### config.mk
export PLATFORM = sky130hd
export DESIGN_NAME = alu_operand_issue
export DESIGN_NICKNAME = d
export VERILOG_FILES = /design/src/rtl/alu_operand_issue.sv
export SDC_FILE = /design/constraint.sdc
export NUM_CORES = 1
export LEC_CHECK = 0
export ABC_AREA = 1
export CORE_ASPECT_RATIO = 1.1
export CORE_MARGIN = 1
export CORE_UTILIZATION = 25
export CTS_BUF_LIST = sky130_fd_sc_hd__clkbuf_8
export DETAILED_ROUTE_END_ITERATION = 6
export GPL_TIMING_DRIVEN = 0
export PLACE_DENSITY_LB_ADDON = 0.25
export SLEW_MARGIN = 5
export SYNTH_ARGS = -nofsm -noshare
export SYNTH_HDL_FRONTEND = slang
export SYNTH_SLANG_ARGS = --single-unit
export TNS_END_PERCENT = 20
### constraint.sdc
create_clock -name clk -period 2.9 [get_ports clk]
set_clock_uncertainty 0.05 [all_clocks]
set_input_delay 0.29 -clock clk [delete_from_list [all_inputs] [get_ports clk]]
set_output_delay 0.29 -clock clk [all_outputs]
set_load 0.005 [all_outputs]
### src/rtl/alu_operand_issue.sv
// RV32I operand issue stage: decodes one instruction into ALU operands and select
// code, and holds it in a single registered slot with valid/ready handshaking.
module alu_operand_issue (
  input  logic        clk,
  input  logic        rst,
  input  logic        in_valid,
  output logic        in_ready,
  input  logic [31:0] in_instr,
  input  logic [31:0] in_pc,
  input  logic [31:0] in_rs1_data,
  input  logic [31:0] in_rs2_data,
  output logic        out_valid,
  input  logic        out_ready,
  input  logic        flush,
  output logic [31:0] out_a,
  output logic [31:0] out_b,
  output logic [3:0]  out_sel,
  output logic [4:0]  out_rd,
  output logic        out_reg_write,
  output logic        out_illegal
);

  localparam logic [3:0] SEL_AND  = 4'b0000;
  localparam logic [3:0] SEL_OR   = 4'b0001;
  localparam logic [3:0] SEL_ADD  = 4'b0010;
  localparam logic [3:0] SEL_SLL  = 4'b0011;
  localparam logic [3:0] SEL_SLT  = 4'b0100;
  localparam logic [3:0] SEL_SLTU = 4'b0101;
  localparam logic [3:0] SEL_SUB  = 4'b0110;
  localparam logic [3:0] SEL_XOR  = 4'b0111;
  localparam logic [3:0] SEL_SRL  = 4'b1000;
  localparam logic [3:0] SEL_SRA  = 4'b1010;
  localparam logic [3:0] SEL_PASB = 4'b1111;

  // Opcodes are matched on instr[6:2]; the two low bits are deliberately ignored.
  localparam logic [4:0] OPC_LOAD   = 5'b00000;
  localparam logic [4:0] OPC_OPIMM  = 5'b00100;
  localparam logic [4:0] OPC_AUIPC  = 5'b00101;
  localparam logic [4:0] OPC_STORE  = 5'b01000;
  localparam logic [4:0] OPC_OP     = 5'b01100;
  localparam logic [4:0] OPC_LUI    = 5'b01101;
  localparam logic [4:0] OPC_BRANCH = 5'b11000;
  localparam logic [4:0] OPC_JALR   = 5'b11001;
  localparam logic [4:0] OPC_JAL    = 5'b11011;

  localparam logic [6:0] F7_BASE = 7'b0000000;
  localparam logic [6:0] F7_ALT  = 7'b0100000;

  logic [4:0]  opc;
  logic [2:0]  funct3;
  logic [6:0]  funct7;
  logic [4:0]  rd;
  logic [31:0] imm_i;
  logic [31:0] imm_s;
  logic [31:0] imm_u;
  logic [31:0] shamt;
  logic        unused_low_bits;

  assign opc    = in_instr[6:2];
  assign funct3 = in_instr[14:12];
  assign funct7 = in_instr[31:25];
  assign rd     = in_instr[11:7];
  assign imm_i  = {{20{in_instr[31]}}, in_instr[31:20]};
  assign imm_s  = {{20{in_instr[31]}}, in_instr[31:25], in_instr[11:7]};
  assign imm_u  = {in_instr[31:12], 12'b0};
  assign shamt  = {27'b0, in_instr[24:20]};
  assign unused_low_bits = ^in_instr[1:0];

  logic [3:0]  dec_sel;
  logic [31:0] dec_a;
  logic [31:0] dec_b;
  logic        dec_rw;
  logic        dec_ill;
  logic [3:0]  base_sel;

  // Shared funct3 -> select mapping for the register and immediate ALU forms.
  always_comb begin
    base_sel = SEL_ADD;
    case (funct3)
      3'b000:  base_sel = SEL_ADD;
      3'b001:  base_sel = SEL_SLL;
      3'b010:  base_sel = SEL_SLT;
      3'b011:  base_sel = SEL_SLTU;
      3'b100:  base_sel = SEL_XOR;
      3'b101:  base_sel = SEL_SRL;
      3'b110:  base_sel = SEL_OR;
      default: base_sel = SEL_AND;
    endcase
  end

  always_comb begin
    dec_sel = SEL_ADD;
    dec_a   = 32'b0;
    dec_b   = 32'b0;
    dec_rw  = 1'b0;
    dec_ill = 1'b0;
    case (opc)
      OPC_OP: begin
        dec_a  = in_rs1_data;
        dec_b  = in_rs2_data;
        dec_rw = 1'b1;
        if (funct7 == F7_BASE) begin
          dec_sel = base_sel;
        end else if (funct7 == F7_ALT && funct3 == 3'b000) begin
          dec_sel = SEL_SUB;
        end else if (funct7 == F7_ALT && funct3 == 3'b101) begin
          dec_sel = SEL_SRA;
        end else begin
          dec_ill = 1'b1;
        end
      end
      OPC_OPIMM: begin
        dec_a   = in_rs1_data;
        dec_b   = imm_i;
        dec_rw  = 1'b1;
        dec_sel = base_sel;
        if (funct3 == 3'b001) begin
          dec_b = shamt;
          if (funct7 != F7_BASE) dec_ill = 1'b1;
        end else if (funct3 == 3'b101) begin
          dec_b = shamt;
          if (funct7 == F7_ALT) dec_sel = SEL_SRA;
          else if (funct7 != F7_BASE) dec_ill = 1'b1;
        end
      end
      OPC_LOAD: begin
        dec_a  = in_rs1_data;
        dec_b  = imm_i;
        dec_rw = 1'b1;
        if (funct3 == 3'b011 || funct3 == 3'b110 || funct3 == 3'b111) dec_ill = 1'b1;
      end
      OPC_STORE: begin
        dec_a = in_rs1_data;
        dec_b = imm_s;
        if (funct3 > 3'b010) dec_ill = 1'b1;
      end
      OPC_BRANCH: begin
        dec_a = in_rs1_data;
        dec_b = in_rs2_data;
        case (funct3)
          3'b000, 3'b001: dec_sel = SEL_SUB;
          3'b100, 3'b101: dec_sel = SEL_SLT;
          3'b110, 3'b111: dec_sel = SEL_SLTU;
          default:        dec_ill = 1'b1;
        endcase
      end
      OPC_LUI: begin
        dec_sel = SEL_PASB;
        dec_b   = imm_u;
        dec_rw  = 1'b1;
      end
      OPC_AUIPC: begin
        dec_a  = in_pc;
        dec_b  = imm_u;
        dec_rw = 1'b1;
      end
      OPC_JAL: begin
        dec_a  = in_pc;
        dec_b  = 32'd4;
        dec_rw = 1'b1;
      end
      OPC_JALR: begin
        dec_a  = in_pc;
        dec_b  = 32'd4;
        dec_rw = 1'b1;
        if (funct3 != 3'b000) dec_ill = 1'b1;
      end
      default: dec_ill = 1'b1;
    endcase
    // Illegal slots carry neutral operands so execute sees a harmless add.
    if (dec_ill) begin
      dec_sel = SEL_ADD;
      dec_a   = 32'b0;
      dec_b   = 32'b0;
      dec_rw  = 1'b0;
    end
    if (rd == 5'd0) dec_rw = 1'b0;
  end

  logic        valid_q, valid_d;
  logic [31:0] a_q, a_d;
  logic [31:0] b_q, b_d;
  logic [3:0]  sel_q, sel_d;
  logic [4:0]  rd_q, rd_d;
  logic        rw_q, rw_d;
  logic        ill_q, ill_d;
  logic        capture;

  assign in_ready = (!valid_q || out_ready) && !rst;
  assign capture  = in_valid && in_ready && !flush;

  always_comb begin
    valid_d = valid_q;
    a_d     = a_q;
    b_d     = b_q;
    sel_d   = sel_q;
    rd_d    = rd_q;
    rw_d    = rw_q;
    ill_d   = ill_q;
    if (flush) begin
      valid_d = 1'b0;
    end else if (capture) begin
      valid_d = 1'b1;
      a_d     = dec_a;
      b_d     = dec_b;
      sel_d   = dec_sel;
      rd_d    = rd;
      rw_d    = dec_rw;
      ill_d   = dec_ill;
    end else if (valid_q && out_ready) begin
      valid_d = 1'b0;
    end
  end

  always_ff @(posedge clk) begin
    if (rst) begin
      valid_q <= 1'b0;
      a_q     <= 32'b0;
      b_q     <= 32'b0;
      sel_q   <= SEL_ADD;
      rd_q    <= 5'b0;
      rw_q    <= 1'b0;
      ill_q   <= 1'b0;
    end else begin
      valid_q <= valid_d;
      a_q     <= a_d;
      b_q     <= b_d;
      sel_q   <= sel_d;
      rd_q    <= rd_d;
      rw_q    <= rw_d;
      ill_q   <= ill_d;
    end
  end

  assign out_valid     = valid_q;
  assign out_a         = a_q;
  assign out_b         = b_q;
  assign out_sel       = sel_q;
  assign out_rd        = rd_q;
  assign out_reg_write = rw_q;
  assign out_illegal   = ill_q;

endmodule

Word-level counts from Yosys, hierarchy flattened

Cells that the tools add are included.

Multiplexer cells: 33
$lt $le $gt $ge: 1
Reductions and logical operators: 32
Eq/ne operators: 16
Bitwise logic cells: 1

Operators with widths:

| operator                                            | number |
|---|---|
| case mux 32 bit (6 select lines)                    | 1 |
| two-way mux 32 bit                                  | 4 |
| case mux 32 bit (2 select lines)                    | 1 |
| two-way mux 4 bit                                   | 7 |
| case mux 4 bit (7 select lines)                     | 1 |
| two-way mux 1 bit                                   | 16 |
| case mux 4 bit (4 select lines)                     | 1 |
| equality test 5 x 4 -> 1 bit, second input constant | 3 |
| equality test 5 bit, second input constant          | 3 |
| OR reduction 2 bit                                  | 7 |
| equality test 3 bit, second input constant          | 4 |
| equality test 5 x 3 -> 1 bit, second input constant | 2 |
| logical NOT 5 bit                                   | 2 |
| case mux 3 bit (3 select lines)                     | 1 |
| equality test 7 x 6 -> 1 bit, second input constant | 1 |
| logical NOT 7 bit                                   | 1 |
| case mux 1 bit (7 select lines)                     | 1 |
| nonzero test 7 bit                                  | 1 |
| OR reduction 7 bit                                  | 1 |
| equality test 3 x 2 -> 1 bit, second input constant | 2 |
| logical AND 1 bit                                   | 6 |
| OR reduction 3 bit                                  | 2 |
| OR reduction 6 bit                                  | 1 |
| OR reduction 5 bit                                  | 1 |
| other kinds (9)                                     | 13 |

Word-level logic and storage cells: 90
Output and inout bits: 77
Register bits after elaboration: 76
Input bits: 133

Longest topological paths before layout

Depth in word-level cells: 8
Gate-level depth with buffers: 12
Mapped depth without buffers: 11

Worst setup path after synthesis

OpenSTA, ideal clock, no wires.

Path type: in2reg
From: in in_instr[13]
To: reg a_q[0], in the netlist out_a[0]
Buffers on the path: 3
Data arrival time: 1.457 ns
Required time: 2.779 ns
Cell stages on the path: 12
Slack: 1.322 ns
Library setup time: 0.071 ns
Cells stage by stage: buf_2 > inv_1 > nand2_1 > nor2_1 > nand3_1 > nand3_1 > nand2_2 > nor2_4 > buf_6 > buf_8 > nand3_2 > a21oi_2

Longest elaborated chain between the ends: 7
Elaborated cells on any way between the ends: 25
Those cells by class: 1 x order compare; 6 x eq/ne; 11 x mux; 7 x reduce/logical

Ends and longest elaborated chain:

| element                           | line          | text |
|---|---|---|
| start: declaration                | 8             | `input logic [31:0] in_instr,` |
| equality test 3 bit               | 106, 120, 140 |  |
| logical AND 1 bit                 | 106           | `end else if (funct7 == F7_ALT && funct3 == 3'b101) begin` |
| two-way mux 1 bit                 | 106           |  |
| two-way mux 1 bit                 | 104           | `end else if (funct7 == F7_ALT && funct3 == 3'b000) begin` |
| two-way mux 1 bit                 | 102           | `if (funct7 == F7_BASE) begin` |
| case mux 1 bit (7 select lines) * | 97            | `case (opc)` |
| two-way mux 32 bit *              | 171           | `if (dec_ill) begin` |
| end signal: assignment            | 218           | `a_q <= 32'b0;` |
| end signal: assignment            | 226           | `a_q <= a_d;` |
| end: declaration                  | 181           | `logic [31:0] a_q, a_d;` |

Every way passes the cells marked *; elsewhere a longest branch is shown, timed or not.
A chain may end at the register's enable or synchronous reset.

Worst setup path after layout

From: in in_instr[4]
To: reg a_q[10], in the netlist out_a[10]

Longest elaborated chain between the ends: 4
Elaborated cells on any way between the ends: 15
Those cells by class: 8 x eq/ne; 3 x mux; 4 x reduce/logical

Ends and longest elaborated chain:

| element                                                                                    | line |
|---|---|
| equality test 5 bit (tied with other cells)                                                | 97 |
| OR reduction 3 bit (no source line) / OR reduction 5 bit (equally long branches)           | - |
| case mux 1 bit (7 select lines) / case mux 32 bit (2 select lines) (equally long branches) | 97 |
| two-way mux 32 bit *                                                                       | 171 |

Marked as above.

==> impl_metrics.tcl <==
set metrics [dict create \
    drt-pass1-iter-count 4 \
    gp_congestion 0.872 \
    p_leak_nw 2.53 \
    r2r_cells 8 \
    antenna_found_initial 0 \
    fin_tns_setup_ns 0 \
    cp-end-kind "flop" \
    maxSlewViolCount 0 \
    final_util 0.407 \
    status "completed" \
    ys_warn_count 0 \
    grt_pass1_wl_mm 25.6 \
    synth_nets 801 \
    synthDistinctLibCells 27 \
    finalCriticalPeriod_ns 2.17 \
    grt_usage 0.188 \
    synth_edf_count 0 \
    postCtsResizedCells 0 \
    relSlewSlack 0.540 \
    hold_viol 0 \
    synth_top_flop_cell "dfxtp_1" \
    nNetsFinal 1015 \
    std_cell_rows 49 \
    drive_above_1_share 0.0857 \
    endpoint "out_a[10]" \
    synth_seq_cells 76 \
    routed_via_density 4.61 \
    start_util 0.257 \
    cp-startpoint "in_instr[4]" \
    place_ws_ns 0.406 \
    synth_area_leader_cell "dfxtp_1" \
    worstSetupStartpointType "primary input" \
    grt_remaining_overflow 0 \
    required_ns 3.14 \
    power.density_mw_per_mm2 345 \
    r2r-end "out_a[10]" \
    cp.arrival_ns 2.40 \
    postCtsSetupBuffers 0 \
    die_y_um 139 \
    drcViolationCount 0 \
    grt_pass1_vias 4767 \
    tritoncts "built" \
    ctsLongestPathBuffers 2 \
    cts_buffers 9 \
    syn_area_mm2 0.00424 \
    ys_top_cells_by_area "dfxtp_1 (36%), nand2_1 (22%), a21oi_1 (11%)" \
    clk_pin_slew_ns 0.08 \
    fin_crit_sh 0.747 \
    peakVddDrop_mv 0.183 \
    area_delta_synth_final_pct 58.5 \
    clock.fmax_mhz 462 \
    worst_pin_slew_ns 0.690 \
    clock_sinks 76 \
    diodes 0 \
    fin_ws_ns 0.734 \
    drt_iter0_drc 288 \
    ff2ff_setup_slack_ns 0.93 \
    timing.rr.start "out_valid" \
    ioPinCount 210 \
    hold_class "primary input to flop" \
    core-area_mm2 0.0165 \
    finalPower_w 0.00232 \
    wire_per_inst_um 15.0 \
    worstSkewPairLatency_ns 0.36 \
    syn_avg_cell_area_um2 6.35 \
    synth.top_cell.area_share 0.359 \
    port_buffers 203 \
    cts_root_buffer "clkbuf_8" \
    dpl.hpwl_mm 12.7 \
    async_reset_ff_frac 0 \
    route.vias.total 5033 \
    die_x_um 126 \
    rsz0062_at_grt "no" \
    finalWirelength_mm 16.3 \
    synth_cells 668 \
    dieArea_mm2 0.0175 \
    htree_levels 3 \
    ant_nets 0 \
    crit_type "primary input to flop" \
    grt_max_degree 14 \
    seq_area_frac_synth 0.359 \
    cts_hold_buffers 0 \
    finalSetupViolations 0 \
    path_max_fanout 10 \
    maxCapViolCount 0 \
]
-- final cells by class --
class / count / area, µm²
Buffer: 49 / 230
Clock buffer: 9 / 124
Clock inverter: 7 / 68.8
Fill cell: 1774 / 9770
Inverter: 24 / 92.6
Multi-Input combinational cell: 519 / 2400
Sequential cell: 76 / 1520
Tap cell: 204 / 255
Timing Repair Buffer: 203 / 2030
-- layer usage --
layer	GRT usage	wire [µm]	share of wire
met1	0.232	6880	0.42
met3	0.0544	1280	0.078
met4	0.0577	204	0.013
met5	0	0	0
met2	0.316	7950	0.49
-- cells in the mapped netlist (3+ instances only) --
cell type	number
nor3_1	3
a21oi_2	10
nor2_4	4
nand2_1	248
nand3_2	11
o21ai_0	17
nand4_1	5
nand3_1	84
nor2_1	36
nor2_2	3
inv_2	7
dfxtp_1	76
a21oi_1	91
inv_1	14
clkbuf_1	27
buf_2	19
-- power by group --
group          switching [W]  internal [W]
logic               0.000228      0.000230
clock network       0.000412      0.000392
registers         0.00000439       0.00105
total               0.000645       0.00167
-- placed cells by master, fill, tap and decap left out, drive strengths merged, types with 5 or more instances in the layout --
cell type,instances
nand2,249
clkbuf,36
a21oi,101
clkdlybuf4s50,203
o21ai,18
nand4,5
dfxtp,76
nor2,43
nand3,95
inv,23
buf,22
-- worst max-delay path, cell delays in order --
cell	delay [ns]
clkdlybuf4s50_1	0.60
nand2_1	0.10
nor2_2	0.23
inv_2	0.07
o21ai_2	0.40
buf_2	0.31
nand2_1	0.07
a21oi_1	0.15
nand2_1	0.07
a21oi_1	0.11
-- sequential cells by signal, indices dropped and copies added, names as in the netlist --
name / cells
out_rd: 5
out_a: 32
out_illegal: 1
out_valid: 1
out_b: 32
out_reg_write: 1
out_sel: 4
-- per-stage QoR --
| stage | instance area [µm²] | hold slack [ns] | instances |
|---|---|---|---|
| finish | 6720 | 0.370 | 1091 |
| detailed placement | 6530 | 0.405 | 1075 |
| CTS | 6720 | 0.340 | 1091 |
| floorplan | 4240 | 0.361 | 668 |
| global placement | 6530 | 0.402 | 1075 |
| global route | 6720 | 0.401 | 1091 |
-- kinds of logic after synthesis --
| kind of cell | synth area share |
|---|---|
| AOI/OAI and AO/OA | 0.156 |
| buffers and inverters | 0.0761 |
| DFF | 0.359 |
| and+or+nand+nor | 0.410 |
-- worst min path at each step --
stage	start	to	slack (ns)	cells after the start
3_3_place_gp	out_a[19]	out_a[19]	0.40	2
6_report	in_instr[13]	out_b[13]	0.37	5
4_1_cts	in_instr[13]	out_b[13]	0.34	5
2_1_floorplan	in_valid	out_valid	0.36	2
3_5_place_dp	out_a[25]	out_a[25]	0.41	2
5_1_grt	in_instr[13]	out_b[13]	0.40	5
Note: power is estimated with default switching activity, not from simulation.
